===== src/rtl/sync_pulse_gen.sv =====
// Periodic sync/strobe generator with phase-offset taps, free-run/one-shot/burst
// sequencing, explicit stop and a one-cycle completion pulse.
module sync_pulse_gen #(
  parameter int PERIOD   = 4,
  parameter int PULSE_W  = 1,
  parameter int NUM_TAPS = 2,
  parameter int BURST_W  = 8,
  localparam int CW      = (PERIOD > 1) ? $clog2(PERIOD) : 1
) (
  input  logic                   clk,
  input  logic                   rst,
  input  logic                   en,
  input  logic                   start,
  input  logic                   stop,
  input  logic [1:0]             mode,
  input  logic [BURST_W-1:0]     burst_len,
  input  logic [NUM_TAPS*CW-1:0] tap_offset,
  output logic                   sync,
  output logic [NUM_TAPS-1:0]    tap,
  output logic [CW-1:0]          phase,
  output logic                   busy,
  output logic                   done
);

  typedef enum logic {IDLE, RUN} state_t;

  localparam logic [CW-1:0] LAST_PHASE = CW'(PERIOD - 1);
  localparam logic [CW-1:0] PW         = CW'(PULSE_W);
  localparam logic [1:0]    MODE_ONE   = 2'd1;
  localparam logic [1:0]    MODE_BURST = 2'd2;

  state_t               state, nxt_state;
  logic [CW-1:0]        phase_q, nxt_phase;
  logic [BURST_W-1:0]   pcount, nxt_pcount;
  logic [1:0]           mode_q, nxt_mode;
  logic [BURST_W-1:0]   blen_q, nxt_blen;
  logic                 done_q, nxt_done;
  logic                 sync_q, sync_nxt;
  logic [NUM_TAPS-1:0]  tap_q, tap_nxt;
  logic [BURST_W-1:0]   blen_eff;
  logic                 burst_last;
  logic                 terminate;

  // A burst length of zero behaves like one; the +1 compare is widened so a
  // saturated period count can never alias back to a small burst length.
  always_comb begin
    blen_eff   = (blen_q == '0) ? BURST_W'(1) : blen_q;
    burst_last = ({1'b0, pcount} + 1'b1) == {1'b0, blen_eff};
    case (mode_q)
      MODE_ONE:   terminate = 1'b1;
      MODE_BURST: terminate = burst_last;
      default:    terminate = 1'b0;
    endcase
  end

  // Next-state decode; start beats stop, stop beats the wrap-time termination.
  always_comb begin
    nxt_state  = state;
    nxt_phase  = phase_q;
    nxt_pcount = pcount;
    nxt_mode   = mode_q;
    nxt_blen   = blen_q;
    nxt_done   = 1'b0;
    if (start) begin
      nxt_state  = RUN;
      nxt_phase  = '0;
      nxt_pcount = '0;
      nxt_mode   = mode;
      nxt_blen   = burst_len;
    end else if (stop) begin
      nxt_state = IDLE;
      nxt_phase = '0;
    end else if (state == RUN) begin
      if (phase_q == LAST_PHASE) begin
        nxt_phase = '0;
        if (terminate) begin
          nxt_state = IDLE;
          nxt_done  = 1'b1;
        end else if (pcount != '1) begin
          nxt_pcount = pcount + 1'b1;
        end
      end else begin
        nxt_phase = phase_q + 1'b1;
      end
    end
  end

  // Strobes are decoded one cycle early from the next state so they leave a flop.
  always_comb begin
    tap_nxt  = '0;
    sync_nxt = (nxt_state == RUN) && (nxt_phase < PW);
    for (int i = 0; i < NUM_TAPS; i++) begin
      tap_nxt[i] = (nxt_state == RUN) && (nxt_phase == tap_offset[i*CW +: CW]);
    end
  end

  always_ff @(posedge clk or posedge rst) begin
    if (rst) begin
      state   <= IDLE;
      phase_q <= '0;
      pcount  <= '0;
      mode_q  <= '0;
      blen_q  <= '0;
      done_q  <= 1'b0;
      sync_q  <= 1'b0;
      tap_q   <= '0;
    end else if (en) begin
      state   <= nxt_state;
      phase_q <= nxt_phase;
      pcount  <= nxt_pcount;
      mode_q  <= nxt_mode;
      blen_q  <= nxt_blen;
      done_q  <= nxt_done;
      sync_q  <= sync_nxt;
      tap_q   <= tap_nxt;
    end
  end

  assign sync  = sync_q;
  assign tap   = tap_q;
  assign phase = phase_q;
  assign busy  = (state == RUN);
  assign done  = done_q;

endmodule


===== config.mk =====
export PLATFORM = sky130hd
export DESIGN_NAME = sync_pulse_gen
export DESIGN_NICKNAME = d
export VERILOG_FILES = /design/src/rtl/sync_pulse_gen.sv
export SDC_FILE = /design/constraint.sdc
export NUM_CORES = 1
export LEC_CHECK = 0
export BUFFER_PORTS_ARGS = -buffer_cell sky130_fd_sc_hd__buf_4
export CAP_MARGIN = 20
export CORE_ASPECT_RATIO = 1.5
export CORE_UTILIZATION = 27
export DETAILED_ROUTE_END_ITERATION = 7
export SLEW_MARGIN = 30
export SYNTH_ARGS = -nofsm -noshare
export SYNTH_HDL_FRONTEND = slang
export SYNTH_SLANG_ARGS = --single-unit
export TNS_END_PERCENT = 30

===== constraint.sdc =====
create_clock -name clk -period 4.2 [get_ports clk]
set_input_delay 0 -clock clk [delete_from_list [all_inputs] [get_ports clk]]
set_output_delay 0 -clock clk [all_outputs]
set_load 0.05 [all_outputs]

==> flow_summary.ini, run 1 <==
[hold_path]
min_from = en
hold_class = input port to register
hold_path_end = busy
min_delay_path_depth = 2

[final_layout]
nFillCells = 627
layout-drive-gt1-share = 0.240
antenna_cells = 0
highest_count_cells_in_the_layout_ignoring_fill_and_taps = 25 x sky130_fd_sc_hd__dfrtp_1, 25 x sky130_fd_sc_hd__buf_4, 13 x sky130_fd_sc_hd__xnor2_1, 13 x sky130_fd_sc_hd__dlygate4sd3_1
final_nets = 228
area_growth_syn_to_layout_pct = 23.4

[grt]
first_pass_grt_wire_length_mm = 6.47
number_of_antenna_violations_at_the_first_check_in_global_routing = 0
grt_pass1_vias = 1418
globalRouteOverflowTotal = 0
grt_start_max_net_pins = 26
groute.usage.overall = 0.129

[cts]
clock_path_buffers = 2
clk_pin_slew_ns = 0.09
cts.sink_count = 25
cts-root-buf = sky130_fd_sc_hd__clkbuf_8
clock_tree_from_tritoncts = yes
postCtsSetupBuffers = 0
cts_made_buffers = 3
cts-resized-gates = 0
h-tree-depth = 1
clock_insertion_delay_worst_skew_ns = 0.27

[routing]
drt-initial-drc-count = 12
post_drt_wl_per_cell_um = 13.9
route.detailed.drc = 0
finalWirelength_mm = 3.83
routed_via_density = 5.10
route.antenna.remaining_nets = 0
detailed_route_via_count = 1408
dr.pass1.iters = 4

[logic_synthesis]
netlist_area_um2 = 1660
synth-edff-count = 0
synth_top_flop_cell = sky130_fd_sc_hd__dfrtp_1
postSynthRegisterBits = 25
synthCells = 172
synthArstFlopShare = 1.00
ys.warnings.count = 0
postSynthNetCount = 195
synth.lib_cells_used.distinct = 50
syn_avg_cell_area_um2 = 9.65
synth-seq-area-share = 0.377

[setup_path]
r2r_endpoint = sync
arrival_ns = 2.52
crit_buf_inv = 0
critical_path.max_fanout = 7
r2r-start = pcount[0]
cp-end-kind = register
crit_path_cell_trace = ha_1 -> nand3_1 -> nor3_1 -> a2111oi_0 -> nand3_1 -> o2bb2ai_4 -> and2_4 -> o221ai_1
worstRegToRegCells = 8
critical_path_class = register to register
flop2flop_setup_slack_ns = 1.79
crit_top_cell = sky130_fd_sc_hd__nand3_1
worst_ep_required_ns = 4.32
cp_slowest_cell = sky130_fd_sc_hd__dfrtp_1
crit_path_start_kind = register
slowest_delay_ns = 0.44
worst_path_dominant_cell_family = simple AND/OR/NAND/NOR gates

[sta]
fin_worst_hold_slack_ns = 0.0235
fin_crit_ns = 2.41
post-route-period-util = 0.573
rsz_0062_raised_after_global_routing = false
finalSetupViolCount = 0
worst_pin_slew_ns = 0.625
hold_viol = 0
fmax_mhz = 416
finalClockSkew_ns = 0.00542
maxSlewHeadroom = 0.583
timing.setup.tns_ns = 0
final_max_slew_viol_count = 0

[floorplan]
placement_rows = 34
fp.coreArea_um2 = 5870
fp.dieArea_um2 = 6470
initial_utilization = 0.283
die_w_um = 66.0
die_h_um = 98.0
num_io_pins = 26

[pwr]
cellPowerDensity_nw_per_um2 = 300
worst_ir_drop_vdd_v = 0.000180
power.static_leakage_nw = 0.866

[flow_run]
max_cap_violations = 0

[place]
detailed_place_hpwl_mm = 2.81
buffer_ports.inserted = 25
routabilityCongestion = 0.832

[run_status]
status = complete, no violations
[worst max path at each step]
stage	slack, ns	endpoint	start	cells past startpoint
floorplan	1.94	busy	pcount[0]	9
global placement	1.85	sync	pcount[2]	7
detailed placement	1.77	sync	pcount[0]	8
CTS	1.77	sync	pcount[0]	8
global route	1.60	sync	pcount[0]	8
finish	1.79	sync	pcount[0]	8
[state kept, by name (all words and copies together), names as in the netlist]
| signal | count |
|---|---|
| busy | 1 |
| phase | 2 |
| sync | 1 |
| done | 1 |
| mode_q | 2 |
| pcount | 8 |
| blen_q | 8 |
| tap | 2 |
[synthesized netlist by cell type, drive strengths merged, types with 3 or more instances]
cell / count / area (µm²)
a21oi: 7 / 35.0
and3: 4 / 25.0
buf: 8 / 57.6
dfrtp: 25 / 626
ha: 4 / 50.1
inv: 13 / 48.8
mux2: 10 / 113
nand2: 12 / 45.0
nand3: 12 / 60.1
nor2: 6 / 25.0
nor3: 8 / 40.0
nor4: 3 / 18.8
o21ai: 3 / 15.0
or3: 4 / 25.0
xnor2: 13 / 114
[stage by stage]
stage               worst slack (ns)  instances  power, mW   util  instance area (µm²)
CTS                             1.77        276      0.623  0.349                 2050
global placement                1.85        259      0.466  0.319                 1870
global route                    1.60        276      0.652  0.349                 2050
finish                          1.79        276      0.614  0.349                 2050
detailed placement              1.77        259      0.468  0.319                 1870
floorplan                       1.94        172      0.422      -                 1660
[metal layers]
metal | wire [µm] | GRT usage | part of all wire
met2 | 2000 | 0.221 | 0.52
met4 | 142 | 0.0704 | 0.037
met1 | 1610 | 0.153 | 0.42
met5 | 0 | 0 | 0
met3 | 82 | 0.0152 | 0.021
[cell type report]
| class | count | area, µm² | share of cell area |
|---|---|---|---|
| well taps | 72 | 90.1 | 0.0440 |
| repair buffers | 38 | 318 | 0.155 |
| inverters | 14 | 52.6 | 0.0257 |
| flip-flops and latches | 25 | 626 | 0.305 |
| multi-input cells | 123 | 917 | 0.448 |
| clock buffers | 4 | 45.0 | 0.0220 |
[where the power goes]
part	internal, mW	switching (mW)	total, mW
registers	0.265	0.0304	0.295
clock network	0.0679	0.0757	0.144
logic	0.0832	0.0925	0.176
[worst reg2reg max path: cells and delay by family (launching register included)]
family | cells | cell delay (ns)
AND/OR/NAND/NOR | 4 | 0.76
AO/OA/AOI/OAI | 3 | 0.74
flip-flops | 1 | 0.44
adder cells (fa/ha/maj) | 1 | 0.32
[cells by family (layout without fill, tap and decap cells)]
| kind of cell | Yosys count | count (layout) | synth area share |
|---|---|---|---|
| AO/OA/AOI/OAI | 34 | 34 | 0.179 |
| AND/OR/NAND/NOR | 58 | 58 | 0.184 |
| flip-flops | 25 | 25 | 0.377 |
| multiplexers | 12 | 12 | 0.0799 |
| buffers and inverters | 24 | 56 | 0.0708 |
| XOR/XNOR | 15 | 15 | 0.0791 |
| adder cells (fa/ha/maj) | 4 | 4 | 0.0301 |
[timing repair]
| action | 4_1_cts | 5_1_grt |
|---|---|---|
| endpoints found under the setup margin | 0 | 0 |
| hold buffers | 13 | 0 |
| hold endpoints to repair | 36 | 0 |
(Power assumes the default switching activity.)
==> inputs of run 2 (changes only) <==
--- a/config.mk
+++ b/config.mk
@@ -5,6 +5,7 @@
 export SDC_FILE = /design/constraint.sdc
 export NUM_CORES = 1
 export LEC_CHECK = 0
+export ABC_AREA = 1
 export BUFFER_PORTS_ARGS = -buffer_cell sky130_fd_sc_hd__buf_4
 export CAP_MARGIN = 20
 export CORE_ASPECT_RATIO = 1.5
==> constraint.sdc (replaced) <==
create_clock -name clk -period 2.05 [get_ports clk]
set_input_delay 0 -clock clk [delete_from_list [all_inputs] [get_ports clk]]
set_output_delay 0 -clock clk [all_outputs]
set_load 0.05 [all_outputs]
==> run 2 against run 1 <==
Net effect:
- the run now ends with hold timing left
- total power up 82%
- register-to-register slack worse by 1.6 ns
- clock skew down 0.0022 ns
- clock-buffer cell count unchanged
- critical endpoint is now pcount[2]
- sequential cell count unchanged
- routed wire length down 7.5%
- combinational power up 52%
- largest power group unchanged
- sequential share of layout area up 0.79 points
- non-clock buffer count unchanged
- sequential power up 91%
==> flow_summary.ini, run 2 <==
[grt]
global_route.usage.met1 = 0.126
globalRouteOverflowTotal = 0
groute.usage.overall = 0.129
number_of_antenna_violations_at_the_first_check_in_global_routing = 0
grt_start_max_net_pins = 26
met3_routing_resource_usage_after_global_routing = 0.0145
first_pass_grt_wire_length_mm = 6.16
top_usage_layer = met2
grtUsageMet2 = 0.269
grt_pass1_vias = 1472

[logic_synthesis]
postSynthNetCount = 238
synth-seq-area-share = 0.403
synth_largest_type_area_fraction = 0.403
synth_top_flop_cell = sky130_fd_sc_hd__dfrtp_1
post_synth_most_frequent_cells = 63 x sky130_fd_sc_hd__nand2_1, 28 x sky130_fd_sc_hd__inv_1, 25 x sky130_fd_sc_hd__dfrtp_1
synth.lib_cells_used.distinct = 31
synthCells = 215
syn_avg_cell_area_um2 = 7.23
netlist_area_um2 = 1550
postSynthRegisterBits = 25
synth.top_cells.by_area = sky130_fd_sc_hd__dfrtp_1 40%, sky130_fd_sc_hd__nand2_1 15%, sky130_fd_sc_hd__nand3_1 7.1%
yosys.area.top_type = sky130_fd_sc_hd__dfrtp_1
yosysMostFrequentCell = sky130_fd_sc_hd__nand2_1
synthArstFlopShare = 1.00
synth-edff-count = 0
ys.warnings.count = 0

[setup_path]
crit_path_start_kind = register
worst_ep_required_ns = 2.23
critical_path_class = register to register
critical_path.max_fanout = 8
arrival_ns = 2.04
cp-end-kind = register

[final_layout]
layout.cell_area.non_filler_um2 = 2000
final_nets = 277
mostFrequentLayoutCell = sky130_fd_sc_hd__nand2_1
layout-drive-gt1-share = 0.217
antenna_cells = 0
area_growth_syn_to_layout_pct = 29.0
highest_count_cells_in_the_layout_ignoring_fill_and_taps = 62 x sky130_fd_sc_hd__nand2_1, 28 x sky130_fd_sc_hd__buf_4, 27 x sky130_fd_sc_hd__inv_1
biggestRegsByFlops = blen_q: 8 flops, pcount: 8 flops
final-instance-count-excl-fill = 323

[routing]
finalWirelength_mm = 3.54
routed_via_density = 4.51
route.antenna.remaining_nets = 0
post_drt_wl_per_cell_um = 11.0
detailed_route_via_count = 1458
route.detailed.drc = 0
drt-initial-drc-count = 23
dr.pass1.iters = 4

[sta]
final_max_slew_viol_count = 0
postLayoutSetupSlackWorst_ns = 0.186
fin_worst_hold_slack_ns = -0.00789
worst_pin_slew_ns = 0.540
fmax_mhz = 537
finalSetupViolCount = 0
fin_crit_ns = 1.86
finalClockSkew_ns = 0.00321
maxSlewHeadroom = 0.639
hold_viol = 1
rsz_0062_raised_after_global_routing = false
post-route-period-util = 0.909

[cts]
cts-root-buf = sky130_fd_sc_hd__clkbuf_8
clk_pin_slew_ns = 0.08
cts_made_buffers = 3
clock_tree_from_tritoncts = yes
clock_insertion_delay_worst_skew_ns = 0.26
cts.sink_count = 25
h-tree-depth = 1
clock_path_buffers = 2

[floorplan]
fp.dieArea_um2 = 6070
initial_utilization = 0.283
placement_rows = 33
die_w_um = 63.9
num_io_pins = 26
fp.coreArea_um2 = 5490
die_h_um = 94.9

[pwr]
internal_power_uw = 777
share_clk_of_total_power = 0.260
power.static_leakage_nw = 0.990
worst_ir_drop_vdd_v = 0.000356
seq_power_share = 0.502
power.share.switching = 0.305
cellPowerDensity_nw_per_um2 = 558
power_switching_uw = 342
comb_power_share = 0.239

[run_status]
violations_in_the_final_reports = hold timing
status = finished with violations

[place]
dp_slack_ns = -0.00287
dpl_cell_area_um2 = 1820
detailed_place_hpwl_mm = 2.73
dp_cells = 308
buffer_ports.inserted = 25
routabilityCongestion = 0.891

[flow_run]
max_cap_violations = 0

[hold_path]
hold_class = input port to register
[run 2: cells by family after synthesis]
group / Yosys count / share of synthesized area
AND/OR/NAND/NOR: 127 / 0.379
multiplexers: 1 / 0.00725
adder cells (fa/ha/maj): 4 / 0.0322
buffers and inverters: 34 / 0.0853
XOR/XNOR: 5 / 0.0282
AO/OA/AOI/OAI: 19 / 0.0652
flip-flops: 25 / 0.403
[run 2: worst max-delay path, cell delays in order (launching register included)]
cell                       delay, ns
sky130_fd_sc_hd__dfrtp_2        0.45
sky130_fd_sc_hd__ha_4           0.19
sky130_fd_sc_hd__nand2_2        0.10
sky130_fd_sc_hd__inv_2          0.05
sky130_fd_sc_hd__nand3b_1       0.09
sky130_fd_sc_hd__nand2_1        0.10
sky130_fd_sc_hd__nand2_1        0.07
sky130_fd_sc_hd__nand2_1        0.06
sky130_fd_sc_hd__nor2_2         0.11
sky130_fd_sc_hd__nand3_2        0.08
sky130_fd_sc_hd__nand2_2        0.10
sky130_fd_sc_hd__nand2_4        0.07
sky130_fd_sc_hd__nand2_4        0.11
sky130_fd_sc_hd__nand3_1        0.07
sky130_fd_sc_hd__o21ai_1        0.12
[run 2: area by class of cell]
cell class | instances | area [µm²]
Tap cell | 70 | 87.6
Clock buffer | 4 | 45.0
Fill cell | 596 | 3490
Timing Repair Buffer | 38 | 310
Multi-Input combinational cell | 156 | 821
Sequential cell | 25 | 628
Inverter | 30 | 113
[run 2: path summary, 6_finish.rpt]
| path | startpoint | to | slack, ns | cells past startpoint |
|---|---|---|---|---|
| max in group asynchronous | rst | pcount[0] | 1.43 | 4 |
| setup reg to reg | pcount[0] | pcount[2] | 0.19 | 14 |
| min in group asynchronous | rst | blen_q[4] | 0.34 | 4 |
| hold reg to reg | tap[0] | tap[0] | 0.49 | 2 |
| setup / recovery | pcount[0] | pcount[2] | 0.19 | 14 |
| hold / removal | burst_len[1] | blen_q[1] | -0.008 | 3 |
[run 2: per-layer routing]
metal  vias to the layer above  wire [µm]
met2                        22       1960
met1                       680       1450
met3                         6         65
met4                         0         61
met5                         -          0
li1                        750          -
[run 2: power groups by stage]
stage / logic (mW) / registers (mW) / clock network [mW]
6_report: 0.267 / 0.562 / 0.291
5_1_grt: 0.301 / 0.567 / 0.318
4_1_cts: 0.271 / 0.562 / 0.303
2_1_floorplan: 0.128 / 0.609 / 0
3_3_place_gp: 0.254 / 0.571 / 0
3_5_place_dp: 0.255 / 0.572 / 0
[run 2: repair_timing]
item                                    4_1_cts  5_1_grt
resized for setup                             1        8
hold buffers                                 10        0
pin swaps                                     0        0
hold endpoints to repair                     34        0
gates cloned                                  0        0
endpoints found under the setup margin        4       13
buffers inserted                              0        1
[run 2: through the flow]
stage               utilization  total power, mW  setup TNS [ns]  hold slack, ns
floorplan                     -            0.737               0          0.0273
global placement          0.332            0.825         -0.0195          0.0846
detailed placement        0.332            0.827        -0.00287          0.0917
CTS                       0.359             1.14               0         0.00205
global route              0.365             1.19               0          0.0113
finish                    0.365             1.12               0        -0.00789
